==> config.mk <==
export PLATFORM = sky130hd
export DESIGN_NAME = maq_h
export DESIGN_NICKNAME = d
export VERILOG_FILES = /design/src/rtl/clock_pkg.sv /design/src/rtl/conv_12h.sv /design/src/rtl/maq_h.sv
export SDC_FILE = /design/constraint.sdc
export NUM_CORES = 1
export LEC_CHECK = 0
export CELL_PAD_IN_SITES_DETAIL_PLACEMENT = 1
export CELL_PAD_IN_SITES_GLOBAL_PLACEMENT = 1
export CORE_MARGIN = 10
export CORE_UTILIZATION = 46
export CTS_CLUSTER_DIAMETER = 100
export DETAILED_ROUTE_END_ITERATION = 16
export GPL_TIMING_DRIVEN = 1
export MAX_ROUTING_LAYER = met4
export PLACE_DENSITY = 0.8
export REMOVE_ABC_BUFFERS = 1
export SLEW_MARGIN = 30
export SYNTH_ARGS = -nofsm -noshare
export SYNTH_HDL_FRONTEND = slang
export SYNTH_HIERARCHICAL = 1
export SYNTH_SLANG_ARGS = --single-unit
==> constraint.sdc <==
create_clock -name maqh_clock -period 4.6 [get_ports maqh_clock]
set_input_delay 0.92 -clock maqh_clock [delete_from_list [all_inputs] [get_ports maqh_clock]]
set_output_delay 0.92 -clock maqh_clock [all_outputs]
set_load 0.05 [all_outputs]
==> src/rtl/clock_pkg.sv <==
// -----------------------------------------------------------------------------
// clock_pkg
// Shared types and constants for the clock datapath.
//   bcd_t          : one BCD digit (4 bits)
//   HORA_MAX_MSD   : tens digit of the last hour of the day (2)
//   HORA_MAX_LSD   : units digit of the last hour of the day (3)
//   HORA_MEIO_DIA  : first afternoon hour, in binary (12)
//   hour_op_t      : operation applied to the hour register in a cycle
//   bcd_hour_legal : legality check for a 24h BCD hour pair
//   bcd_hour_bin   : 24h BCD hour pair to binary (valid for legal pairs only)
// -----------------------------------------------------------------------------
package clock_pkg;

    typedef logic [3:0] bcd_t;

    localparam bcd_t       HORA_MAX_MSD  = 4'd2;
    localparam bcd_t       HORA_MAX_LSD  = 4'd3;
    localparam logic [4:0] HORA_MEIO_DIA = 5'd12;

    typedef enum logic [1:0] {
        OP_NONE = 2'd0,
        OP_INC  = 2'd1,
        OP_DEC  = 2'd2,
        OP_FIX  = 2'd3
    } hour_op_t;

    // A legal hour has tens 0..2, units 0..9, and units 0..3 when tens is 2.
    function automatic logic bcd_hour_legal(input bcd_t msd, input bcd_t lsd);
        logic ok;
        ok = 1'b1;
        if (msd > HORA_MAX_MSD) begin
            ok = 1'b0;
        end else if (lsd > 4'd9) begin
            ok = 1'b0;
        end else if ((msd == HORA_MAX_MSD) && (lsd > HORA_MAX_LSD)) begin
            ok = 1'b0;
        end else begin
            ok = 1'b1;
        end
        return ok;
    endfunction

    // Only the low two bits of the tens digit matter for a legal hour.
    function automatic logic [4:0] bcd_hour_bin(input bcd_t msd, input bcd_t lsd);
        return ({3'b000, msd[1:0]} * 5'd10) + {1'b0, lsd};
    endfunction

endpackage

==> src/rtl/conv_12h.sv <==
// -----------------------------------------------------------------------------
// conv_12h
// Purely combinational 24h -> 12h hour conversion.
//   i_msd : 24h tens digit (BCD, 0..2)
//   i_lsd : 24h units digit (BCD, 0..9)
//   o_msd : 12h tens digit (0..1)
//   o_lsd : 12h units digit (BCD)
//   o_pm  : 1 when the 24h hour is 12..23
// Midnight (00) maps to 12, afternoon hours 13..23 map to 01..11.
// -----------------------------------------------------------------------------
module conv_12h
    import clock_pkg::*;
(
    input  bcd_t       i_msd,
    input  bcd_t       i_lsd,
    output logic [1:0] o_msd,
    output bcd_t       o_lsd,
    output logic       o_pm
);

    logic [4:0] w_bin;
    logic [4:0] w_h12;

    // Convert to binary, fold into the 1..12 range, then back to BCD.
    always_comb begin
        w_bin = bcd_hour_bin(i_msd, i_lsd);
        w_h12 = w_bin;
        o_pm  = 1'b0;
        o_msd = 2'd0;
        o_lsd = 4'd0;

        if (w_bin >= HORA_MEIO_DIA) begin
            o_pm = 1'b1;
        end else begin
            o_pm = 1'b0;
        end

        if (w_bin == 5'd0) begin
            w_h12 = HORA_MEIO_DIA;
        end else if (w_bin > HORA_MEIO_DIA) begin
            w_h12 = w_bin - HORA_MEIO_DIA;
        end else begin
            w_h12 = w_bin;
        end

        // w_h12 is 1..12 here, so a 4-bit subtraction of ten is exact.
        if (w_h12 >= 5'd10) begin
            o_msd = 2'd1;
            o_lsd = w_h12[3:0] - 4'd10;
        end else begin
            o_msd = 2'd0;
            o_lsd = w_h12[3:0];
        end
    end

endmodule

==> src/rtl/maq_h.sv <==
// -----------------------------------------------------------------------------
// maq_h
// Hour counter of a digital clock, kept internally as a 24h BCD pair.
//   maqh_clock         : system clock, rising edge
//   maqh_reset         : asynchronous reset, active low
//   maqh_enable        : count enable; low freezes the hour
//   maqh_incremento    : carry strobe from the minutes counter
//   maqh_ajuste_up     : manual +1 hour strobe
//   maqh_ajuste_down   : manual -1 hour strobe
//   maqh_modo12        : display format, 1 = 12h, 0 = 24h
//   maqh_Lsd           : displayed hour units digit (BCD)
//   maqh_Msd           : displayed hour tens digit (BCD)
//   maqh_pm            : 1 when the internal hour is 12..23
//   maqh_incrementadia : one-cycle day carry after a 23 -> 00 carry wrap
// The display registers follow the internal hour one cycle later and keep
// tracking maqh_modo12 even while counting is disabled.
// -----------------------------------------------------------------------------
module maq_h
    import clock_pkg::*;
(
    input  logic       maqh_clock,
    input  logic       maqh_reset,
    input  logic       maqh_enable,
    input  logic       maqh_incremento,
    input  logic       maqh_ajuste_up,
    input  logic       maqh_ajuste_down,
    input  logic       maqh_modo12,
    output logic [3:0] maqh_Lsd,
    output logic [1:0] maqh_Msd,
    output logic       maqh_pm,
    output logic       maqh_incrementadia
);

    // Internal 24h hour and day-carry register.
    bcd_t       r_hr_msd;
    bcd_t       r_hr_lsd;
    logic       r_dia;

    // Display registers.
    logic [3:0] r_disp_lsd;
    logic [1:0] r_disp_msd;
    logic       r_disp_pm;

    // Combinational next-state terms.
    hour_op_t   w_op;
    logic       w_legal;
    logic       w_at_max;
    logic       w_at_zero;
    bcd_t       w_nxt_msd;
    bcd_t       w_nxt_lsd;
    logic       w_dia_nxt;

    // 12h view of the current hour and the selected display value.
    logic [1:0] w_c12_msd;
    bcd_t       w_c12_lsd;
    logic       w_c12_pm;
    logic [1:0] w_disp_msd;
    bcd_t       w_disp_lsd;

    assign w_legal   = bcd_hour_legal(r_hr_msd, r_hr_lsd);
    assign w_at_max  = (r_hr_msd == HORA_MAX_MSD) && (r_hr_lsd == HORA_MAX_LSD);
    assign w_at_zero = (r_hr_msd == 4'd0) && (r_hr_lsd == 4'd0);

    // Select this cycle's operation; illegal contents override every request.
    always_comb begin
        w_op = OP_NONE;
        if (!maqh_enable) begin
            w_op = OP_NONE;
        end else if (!w_legal) begin
            w_op = OP_FIX;
        end else if (maqh_incremento) begin
            // A simultaneous ajuste_up is absorbed: still a single step.
            w_op = OP_INC;
        end else if (maqh_ajuste_up ^ maqh_ajuste_down) begin
            w_op = maqh_ajuste_up ? OP_INC : OP_DEC;
        end else begin
            w_op = OP_NONE;
        end
    end

    // Compute the next BCD hour for the selected operation.
    always_comb begin
        w_nxt_msd = r_hr_msd;
        w_nxt_lsd = r_hr_lsd;
        case (w_op)
            OP_INC: begin
                if (w_at_max) begin
                    w_nxt_msd = 4'd0;
                    w_nxt_lsd = 4'd0;
                end else if (r_hr_lsd == 4'd9) begin
                    w_nxt_msd = r_hr_msd + 4'd1;
                    w_nxt_lsd = 4'd0;
                end else begin
                    w_nxt_msd = r_hr_msd;
                    w_nxt_lsd = r_hr_lsd + 4'd1;
                end
            end
            OP_DEC: begin
                if (w_at_zero) begin
                    w_nxt_msd = HORA_MAX_MSD;
                    w_nxt_lsd = HORA_MAX_LSD;
                end else if (r_hr_lsd == 4'd0) begin
                    w_nxt_msd = r_hr_msd - 4'd1;
                    w_nxt_lsd = 4'd9;
                end else begin
                    w_nxt_msd = r_hr_msd;
                    w_nxt_lsd = r_hr_lsd - 4'd1;
                end
            end
            OP_FIX: begin
                w_nxt_msd = 4'd0;
                w_nxt_lsd = 4'd0;
            end
            OP_NONE: begin
                w_nxt_msd = r_hr_msd;
                w_nxt_lsd = r_hr_lsd;
            end
            default: begin
                w_nxt_msd = 4'd0;
                w_nxt_lsd = 4'd0;
            end
        endcase
    end

    // Only a carry-driven wrap from 23 produces a day carry; manual wraps do not.
    assign w_dia_nxt = (w_op == OP_INC) && maqh_incremento && w_at_max;

    conv_12h u_conv_12h (
        .i_msd (r_hr_msd),
        .i_lsd (r_hr_lsd),
        .o_msd (w_c12_msd),
        .o_lsd (w_c12_lsd),
        .o_pm  (w_c12_pm)
    );

    // Choose the display format; the internal hour is never touched by this.
    always_comb begin
        w_disp_msd = r_hr_msd[1:0];
        w_disp_lsd = r_hr_lsd;
        if (maqh_modo12) begin
            w_disp_msd = w_c12_msd;
            w_disp_lsd = w_c12_lsd;
        end else begin
            w_disp_msd = r_hr_msd[1:0];
            w_disp_lsd = r_hr_lsd;
        end
    end

    // Hour register and day-carry pulse.
    always_ff @(posedge maqh_clock or negedge maqh_reset) begin
        if (!maqh_reset) begin
            r_hr_msd <= 4'd0;
            r_hr_lsd <= 4'd0;
            r_dia    <= 1'b0;
        end else begin
            r_hr_msd <= w_nxt_msd;
            r_hr_lsd <= w_nxt_lsd;
            r_dia    <= w_dia_nxt;
        end
    end

    // Display registers, updated every edge so format changes apply while disabled.
    always_ff @(posedge maqh_clock or negedge maqh_reset) begin
        if (!maqh_reset) begin
            r_disp_msd <= 2'd0;
            r_disp_lsd <= 4'd0;
            r_disp_pm  <= 1'b0;
        end else begin
            r_disp_msd <= w_disp_msd;
            r_disp_lsd <= w_disp_lsd;
            r_disp_pm  <= w_c12_pm;
        end
    end

    assign maqh_Lsd           = r_disp_lsd;
    assign maqh_Msd           = r_disp_msd;
    assign maqh_pm            = r_disp_pm;
    assign maqh_incrementadia = r_dia;

endmodule

# Yosys cells after proc, flatten, opt, wreduce, memory -nomap -nowiden
# Index checks and enable logic that the tools add are counted.
classes:
  mux: 25
  n_reduce_logical: 10
  n_mul: 1
  addsub: 7
  magnitude_cmp: 6
  n_eq_ne: 8
  bitwise: 2
ops:
  columns: ["operator", "count"]
  rows:
  - ["2-to-1 mux 4 bit", 10]
  - ["case mux 4 bit (3 select lines)", 2]
  - ["2-to-1 mux 2 bit", 6]
  - [">= comparator 5 x 4 -> 1 bit (second input constant)", 2]
  - ["2-to-1 mux 5 bit", 2]
  - ["adder 4 x 1 -> 4 bit (second input constant)", 2]
  - ["== test 4 x 2 -> 1 bit (second input constant)", 2]
  - ["greater-than comparator 4 x 2 -> 1 bit (second input constant)", 2]
  - ["logical NOT 4 bit", 2]
  - ["subtractor 4 x 1 -> 4 bit (second input constant)", 2]
  - ["!= test 3 bit (second input constant)", 2]
  - ["adder 5 x 4 -> 5 bit", 1]
  - ["greater-than comparator 5 x 4 -> 1 bit (second input constant)", 1]
  - ["logical AND 1 bit", 5]
  - ["logical NOT 5 bit", 1]
  - ["2-to-1 mux 1 bit", 5]
  - ["subtractor 5 x 4 -> 5 bit (second input constant)", 1]
  - ["== test 2 bit (second input constant)", 2]
  - ["== test 4 bit (second input constant)", 1]
  - ["greater-than comparator 4 bit (second input constant)", 1]
  - ["multiplier 2 x 3 -> 4 bit (second input constant)", 1]
  - ["subtractor 4 bit (second input constant)", 1]
  - ["AND reduction 3 bit", 1]
  - ["== test 2 x 1 -> 1 bit (second input constant)", 1]
  - ["3 further kinds", 3]
word_totals:
  out_inout_bits: 8
  ff_bits: 16

# Logic depth before layout (Yosys ltp)
# Gate-level depths: netlist (run 1).
logic_depth:
  ltp_word: 10
  depth_mapped: 14
  depth_no_buf: 14

# Modules after synthesis
# Netlist (run 1), hierarchy kept.
by_module_without_submodules:
  columns: ["module", "area_each_um2", "cells_per_inst", "instances"]
  rows:
  - ["maq_h", 1048.5, 113, 1]
  - ["conv_12h", 394.1, 51, 1]

# Least setup slack after synthesis (run 1)
# Ideal clock, no wire load.
synth_timing:
  path_type: "flip-flop to flip-flop"
  startpoint: "reg r_hr_lsd[1]"
  endpoint: "reg r_disp_lsd[1], in the netlist maqh_Lsd[1]"
  path_stages_with_launch: 15
  period_less_slack_ns: 3.080
  path_slack_ns: 1.520
  t_required_ns: 4.517
  setup_time_ns: 0.083
  arrival_ns: 2.997
  cell_sequence: "dfrtp_1 ha_1 fa_1 xor2_2 ha_1 or3b_1 a21oi_1 o22a_1 nor2_1 ha_1 or2_2 o22ai_1 nand2b_1 nand2_1 o21ai_0"
synth_via:
  elab_chain_cells: 7
  elab_cells_between_ends: 10
  cone_classes: "add/sub: 3; order compare: 2; mux: 4; reduce/logical: 1"
synth_rtl:
  columns: ["item", "line_no", "text"]
  rows:
  - ["start: declaration", "maq_h.sv:36", "bcd_t r_hr_lsd;"]
  - ["start signal: assignment", "maq_h.sv:157", "r_hr_lsd <= w_nxt_lsd;"]
  - ["adder 5 x 4 -> 5 bit (*)", "clock_pkg.sv:45", "return ({3'b000, msd[1:0]} * 5'd10) + {1'b0, lsd};"]
  - ["subtractor 5 x 4 -> 5 bit / greater-than comparator 5 x 4 -> 1 bit (equally long branches)", "conv_12h.sv:41, conv_12h.sv:40", null]
  - ["2-to-1 mux 5 bit", "conv_12h.sv:40", "end else if (w_bin > HORA_MEIO_DIA) begin"]
  - ["2-to-1 mux 5 bit (*)", "conv_12h.sv:38", "if (w_bin == 5'd0) begin"]
  - ["subtractor 4 bit / >= comparator 5 x 4 -> 1 bit (equally long branches)", "conv_12h.sv:49, conv_12h.sv:47", null]
  - ["2-to-1 mux 4 bit (*)", "conv_12h.sv:47", "if (w_h12 >= 5'd10) begin"]
  - ["net w_c12_lsd[1]", "maq_h.sv:55", "bcd_t w_c12_lsd;"]
  - ["2-to-1 mux 4 bit (*)", "maq_h.sv:140", "if (maqh_modo12) begin"]
  - ["net w_disp_lsd[1]", "maq_h.sv:58", "bcd_t w_disp_lsd;"]
  - ["end signal: assignment", "maq_h.sv:170", "r_disp_lsd <= w_disp_lsd;"]
  - ["end: declaration", "maq_h.sv:40", "logic [3:0] r_disp_lsd;"]
# The timed path passes the listed nets; every way through them passes the cells marked *.
# A chain may end at the register's enable or synchronous reset.

# Worst setup path after layout (run 1)
# Same ends and word-level chain as after synthesis.

==> run summary, run 1 <==
=================================================================================
Count of input and output buffers                                              14
Horizontal die dimension                                                    76 um
Cell area after placement                                            0.00160 mm^2
Launch point of the worst path                                        r_hr_lsd[1]
Hold_sp                                                               r_hr_msd[3]
DRT iter0 DRCs                                                                 65
Fraction of layout cells with a size suffix above 1                         9.14%
Max Cap Violations                                                              0
Clock sink total                                                               16
Portion of synthesized cell area occupied by the leading cell type          27.8%
Cell Chain, Critical Path                                            ha_1 -> fa_1 -> xor2_2 -> ha_1 -> or3b_1 -> a21oi_1 -> o22a_1 -> nor2_1 -> ha_1 -> or2_2 -> o22ai_1 -> nand2b_1 -> nand2_1 -> o21ai_0
Clock buffers created by TritonCTS                                              3
CTS tree                                                                     done
Number of max-slew violations in the final report                               0
Max-Slew Margin vs Limit                                                    38.8%
Synthesized instance count                                                    164
Unrepaired setup endpoints after global routing                             false
Net count of the finished layout                                              198
Flop-to-flop setup slack                                                  1.14 ns
Global-route met3 utilization                                               2.12%
Synthesized area per cell                                               8.80 um^2
Clock Tree Root                                                          clkbuf_4
Sum of net half-perimeters after detailed placement                       3050 um
Y dimension of the die                                                      76 um
Max FO, Critical Path                                                           7
Class of the tightest hold or removal check                          flop to flop
Worst setup path category                                            flop to flop
Pre-CTS worst setup slack                                                 1.19 ns
Fin Setup TNS                                                                0 ns
Total wire length                                                         3990 um
Critical path buffers and inverters                                             0
DRC violation count after routing                                               0
Full die area                                                        0.00578 mm^2
Standby leakage power                                                 0.000699 uW
Crit start category                                                          flop
Clock Skew                                                             0.00739 ns
Cell with the most instances after synthesis                              dfrtp_1
Largest stage delay on the critical path                                  0.47 ns
Global-route track usage on met1                                            16.8%
Largest net degree at the start of global routing                              17
Fin. Hold Viols                                                                 0
Clock Path Buffers                                                              2
Minimum clock period after layout                                         3.46 ns
Launch point of the worst reg-to-reg path                             r_hr_lsd[1]
M2 GR Usage                                                                 23.2%
Top Usage Layer GRT                                                          met2
Share of synthesized flip-flops with an asynchronous set or reset            100%
Top post-synthesis cells by count                                    16 x dfrtp_1, 14 x ha_1, 13 x o21ai_0
Register area share after synthesis                                         27.8%
Via/cell ratio                                                               5.93
Flop and latch count out of synthesis                                          16
Routed len/inst                                                           18.2 um
Number of antenna violations at the first check in global routing               0
Number of setup buffers added after CTS                                         0
Most used flip-flop cell after synthesis                                  dfrtp_1
Warnings, synthesis                                                             6
Clock transition at the registers of the reported paths                   0.12 ns
Setup-failing EPs final                                                         0
Number of global-route vias before repair                                    1354
Post-synthesis instance area                                         0.00144 mm^2
Kind of end point of the critical path                                       flop
Num ports                                                                      15
Fin crit share                                                              75.2%
Worst path top cell family by delay                                   adder cells
First drt pass iteration count                                                  4
Power per cell area                                                   844 mW/mm^2
Latest clock arrival within the worst-skew pair                           0.30 ns
Core Area                                                            0.00303 mm^2
Most area-hungry cell type in the Yosys netlist                           dfrtp_1
Via Count                                                                    1298
Number of hold-repair buffers added at the cts stage                            0
Peak supply drop                                                         0.453 mV
Crit path DAT                                                             3.68 ns
Gpl congestion                                                              0.845
H-tree depth reported by CTS                                                    1
Final instance area                                                  0.00163 mm^2
Area contributors post-synth                                         dfrtp_1 28%, ha_1 12%, o21ai_0 4.5%
Final design utilization                                                    54.0%
Layout Area Growth over Synthesis                                           13.3%
Gates resized, CTS repair                                                       0
Antenna-violating nets left                                                     0
Most numerous cell on the critical path                                      ha_1
Gr usage total                                                              13.9%
Total congestion overflow                                                       0
Initial Utilization                                                         47.6%
Status                                                               complete, no violations
FMAX                                                                      289 MHz
Hold Worst Slack                                                         0.571 ns
Yosys cell types                                                               54
Slowest-stage cell, CP                                                    dfrtp_1
First-pass GRT wire length                                                6690 um
Worst setup slack after layout                                            1.14 ns
Count of inserted antenna diode cells                                           0
Worst EP required                                                         4.82 ns
Number of placement rows                                                       20
Actual slew at the worst max-slew pin                                    0.917 ns
Number of flops mapped to enable cells by yosys                                 0
=================================================================================
cells in the final DEF, fill, tap and decap left out, drive strengths merged, types with 2 or more instances in the layout:
master         synthesis  routed
dfrtp                 16      16
o21ai                 15      15
ha                    14      14
clkdlybuf4s50          0      14
inv                   12      12
nor2                  12      12
nand2                  9       9
a21oi                  9       9
nor3                   6       6
nand3                  5       5
o211ai                 5       5
clkbuf                 3       4
or4                    3       3
nand2b                 3       3
nor2b                  3       3
mux2i                  3       3
mux2                   3       3
and3                   3       3
nor3b                  3       3
nand3b                 2       2
o22a                   2       2
o21a                   2       2
o21bai                 2       2
o22ai                  2       2
a21o                   2       2
o31a                   2       2
o41ai                  2       2
or2                    2       2
worst reg2reg max path, stage by stage, from the launching register on:
cell      delay [ns]
dfrtp_1         0.47
ha_1            0.25
fa_1            0.41
xor2_2          0.22
ha_1            0.25
or3b_1          0.39
a21oi_1         0.16
o22a_1          0.20
nor2_1          0.07
ha_1            0.29
or2_2           0.29
o22ai_1         0.09
nand2b_1        0.12
nand2_1         0.06
o21ai_0         0.10
kinds of logic after synthesis:
family / count (synthesis) / share of synthesized area [%]
xor+xnor: 2 / 1.74
other cells: 1 / 0.260
buf+inv: 19 / 5.90
mux: 6 / 4.42
flops: 16 / 27.8
simple gates: 54 / 20.6
compound gates: 51 / 25.8
fa+ha+maj: 15 / 13.5
sequential cells by signal, summed over array words and instances (netlist names):
name and count:
maqh_pm 1, maqh_incrementadia 1, maqh_Msd 2, r_hr_lsd 4, maqh_Lsd 4, r_hr_msd 4
final cells by class:
class / count / area (um^2)
flip-flops and latches: 16 / 400
fillers: 360 / 1390
well taps: 44 / 55.1
repair buffers: 14 / 140
multi-input cells: 129 / 957
inverters: 12 / 45.0
clock buffers: 4 / 36.3
routing by layer:
metal	share of wire (%)	vias to the layer above	routed length [um]
met5	0	-	0
met2	48	20	1930
met4	0.83	0	33
met3	3.5	4	141
met1	47	655	1890
li1	-	619	-
worst paths after layout:
check                                    to  depth (start not counted)
max in group asynchronous       maqh_Msd[1]                          1
min in group asynchronous       r_hr_lsd[0]                          1
worst min-delay path            r_hr_msd[3]                          1
worst max register to register  maqh_Lsd[1]                         14
worst max-delay path            maqh_Lsd[1]                         14
worst min register to register  r_hr_msd[3]                          1
power by group:
group	total, uW	internal (uW)	switching (uW)
clock network	103	48.3	54.9
registers	249	190	58.9
logic	1030	421	606
stage by stage:
| stage | total power [uW] | std cells |
|---|---|---|
| after floorplan | 1020 | 157 |
| after global placement | 1220 | 215 |
| after detailed placement | 1280 | 215 |
| after CTS | 1390 | 219 |
| after global routing | 1500 | 219 |
| final | 1380 | 219 |
Note: power is estimated with default switching activity, not from simulation.
==> run 2, diff against run 1 <==
CORE_UTILIZATION = 43   (was 46)
PLACE_DENSITY = 0.75   (was 0.8)
clock period = 3.6 ns   (was 4.6 ns; I/O delays follow)
==> run 2 against run 1 <==
Compared with the run above: sequential share of layout area decreased by 0.37 points; final cell count increased by 1.8%; maximum frequency increased by 1.4%; via count decreased by 2.2%; count of clock-buffer cells in the layout decreased by 1; critical endpoint unchanged; routed wire length decreased by 0.33%; total power increased by 31%; worst setup slack got worse by 0.95 ns.
==> run summary, run 2 (synthesis results as in run 1) <==
================================================================================
Max FO, Critical Path                                                          7
Via Count                                                                   1269
Clock Path Buffers                                                             2
Worst r2r dst                                                        maqh_Lsd[1]
Worst EP required                                                        3.81 ns
Power per cell area                                                 1080 mW/mm^2
Number of global-route vias before repair                                   1396
Overall Power                                                            1800 uW
CTS tree                                                                    done
Max-Slew Margin vs Limit                                                   51.4%
Sum of net half-perimeters after detailed placement                      3120 um
Leading cell type in the layout, fill and taps excluded                  dfrtp_1
Initial Utilization                                                        46.1%
Status                                                              complete, no violations
DRC violation count after routing                                              0
Worst setup slack after layout                                          0.190 ns
Switching power                                                           931 uW
Clock sink total                                                              16
Count of input and output buffers                                             14
Via/cell ratio                                                              5.69
Flop-to-flop setup slack                                                 0.19 ns
Kind of end point of the critical path                                      flop
Relative contribution of combinational cells to total power                77.8%
Standby leakage power                                                0.000714 uW
Number of placement rows                                                      20
H-tree depth reported by CTS                                                   1
Min-Delay Endpoint                                                   r_hr_msd[3]
Hold depth                                                                     1
Most numerous cell on the critical path                                     ha_2
Largest stage delay on the critical path                                 0.46 ns
First drt pass iteration count                                                 4
Peak supply drop                                                        0.643 mV
Latest clock arrival within the worst-skew pair                          0.28 ns
Total wire length                                                        3980 um
Core Area                                                           0.00313 mm^2
Minimum clock period after layout                                        3.41 ns
Total congestion overflow                                                      0
Antenna-violating nets left                                                    0
Sequential group share of total power                                      16.9%
Gr usage total                                                             14.0%
Pre-CTS worst setup slack                                               0.224 ns
Actual slew at the worst max-slew pin                                   0.727 ns
Launch point of the worst reg-to-reg path                            r_hr_lsd[1]
Worst setup path category                                           flop to flop
Layout Area Growth over Synthesis                                          15.4%
Largest net degree at the start of global routing                             17
Final design utilization                                                   53.2%
FMAX                                                                     293 MHz
Crit path DAT                                                            3.62 ns
Filler cells                                                                 371
Fraction of layout cells with a size suffix above 1                        12.8%
Fin. Hold Viols                                                                0
Fin crit share                                                             94.7%
First-pass GRT wire length                                               6920 um
Cell Chain, Critical Path                                           ha_1 -> fa_1 -> xor2_2 -> ha_2 -> or3b_1 -> a21oi_1 -> o22a_1 -> nor2_1 -> ha_2 -> or2_2 -> o22ai_1 -> nand2b_1 -> nand2_1 -> o21ai_0
Count of inserted antenna diode cells                                          0
Clock Skew                                                            0.00293 ns
Routed len/inst                                                          17.8 um
Crit start category                                                         flop
Num ports                                                                     15
DRT iter0 DRCs                                                                31
Hold_sp                                                              r_hr_msd[3]
Number of max-slew violations in the final report                              0
Clock power frac                                                            5.3%
Number of antenna violations at the first check in global routing              0
Clock buffers created by TritonCTS                                             3
Slowest-stage cell, CP                                                   dfrtp_2
Y dimension of the die                                                   77.9 um
P_int                                                                     873 uW
Reg2reg path depth                                                            14
Gpl congestion                                                             0.871
Horizontal die dimension                                                 77.9 um
Clock transition at the registers of the reported paths                  0.10 ns
Number of hold-repair buffers added at the cts stage                           0
Switching part of the total                                                51.6%
Class of the tightest hold or removal check                         flop to flop
Clock Tree Root                                                         clkbuf_4
Full die area                                                       0.00607 mm^2
Max Cap Violations                                                             0
Highest-count cells in the layout ignoring fill and taps            15 x dfrtp_1, 14 x clkdlybuf4s50_1, 13 x o21ai_0
Setup-failing EPs final                                                        0
Net count of the finished layout                                             203
================================================================================
==> run 2: how the worst max path moves through the flow <==
stage	startpoint	endpoint	depth (start not counted)
floorplan	r_hr_lsd[1]	maqh_Lsd[1]	14
global placement	r_hr_lsd[1]	maqh_Lsd[1]	14
detailed placement	r_hr_lsd[1]	maqh_Lsd[1]	14
CTS	r_hr_lsd[1]	maqh_Lsd[1]	14
global route	r_hr_lsd[1]	maqh_Lsd[1]	14
finish	r_hr_lsd[1]	maqh_Lsd[1]	14
==> run 2: final cells by class <==
cell class	count	area (um^2)	share of cell area, %
Multi-Input combinational cell	129	962	57.8
Sequential cell	16	402	24.1
Timing Repair Buffer	19	178	10.7
Tap cell	44	55.1	3.31
Inverter	12	45.0	2.71
Clock buffer	3	22.5	1.35
==> run 2: power by group through the flow <==
stage | combinational, uW | sequential (uW) | clock, uW
after CTS | 1350 | 305 | 102
after global placement | 1290 | 304 | 0
after global routing | 1570 | 315 | 115
after detailed placement | 1350 | 308 | 0
after floorplan | 901 | 409 | 0
final | 1400 | 305 | 96.5
==> run 2: worst max-delay path, delay by kind of cell, from the launching register on <==
kind	cells	cell delay, ns
adder cells (fa/ha/maj)	4	1.13
AO/OA/AOI/OAI	4	0.58
flip-flops	1	0.46
XOR/XNOR	1	0.25
AND/OR/NAND/NOR	5	0.91
==> run 2: per-stage QoR <==
step	hold WS (ns)	instance area, um^2	TNS (ns)	cells
final	0.574	1660	0	223
after global routing	0.601	1660	-0.0332	223
after CTS	0.573	1640	0	221
after global placement	0.542	1620	0	218
after detailed placement	0.549	1620	0	218
after floorplan	0.424	1400	0	157
==> run 2: routing by layer <==
| metal | wire (um) | up-vias | global-route usage [%] |
|---|---|---|---|
| li1 | - | 627 | - |
| met1 | 1920 | 607 | 18.1 |
| met2 | 1870 | 31 | 21.7 |
| met3 | 168 | 4 | 2.88 |
| met4 | 25 | 0 | 3.76 |
| met5 | 0 | - | - |
==> run 2: timing repair <==
item | CTS | global route
endpoints found under the setup margin | 0 | 2
resized for setup | 0 | 3
hold endpoints to repair | 0 | 0
setup buffers | 0 | 2
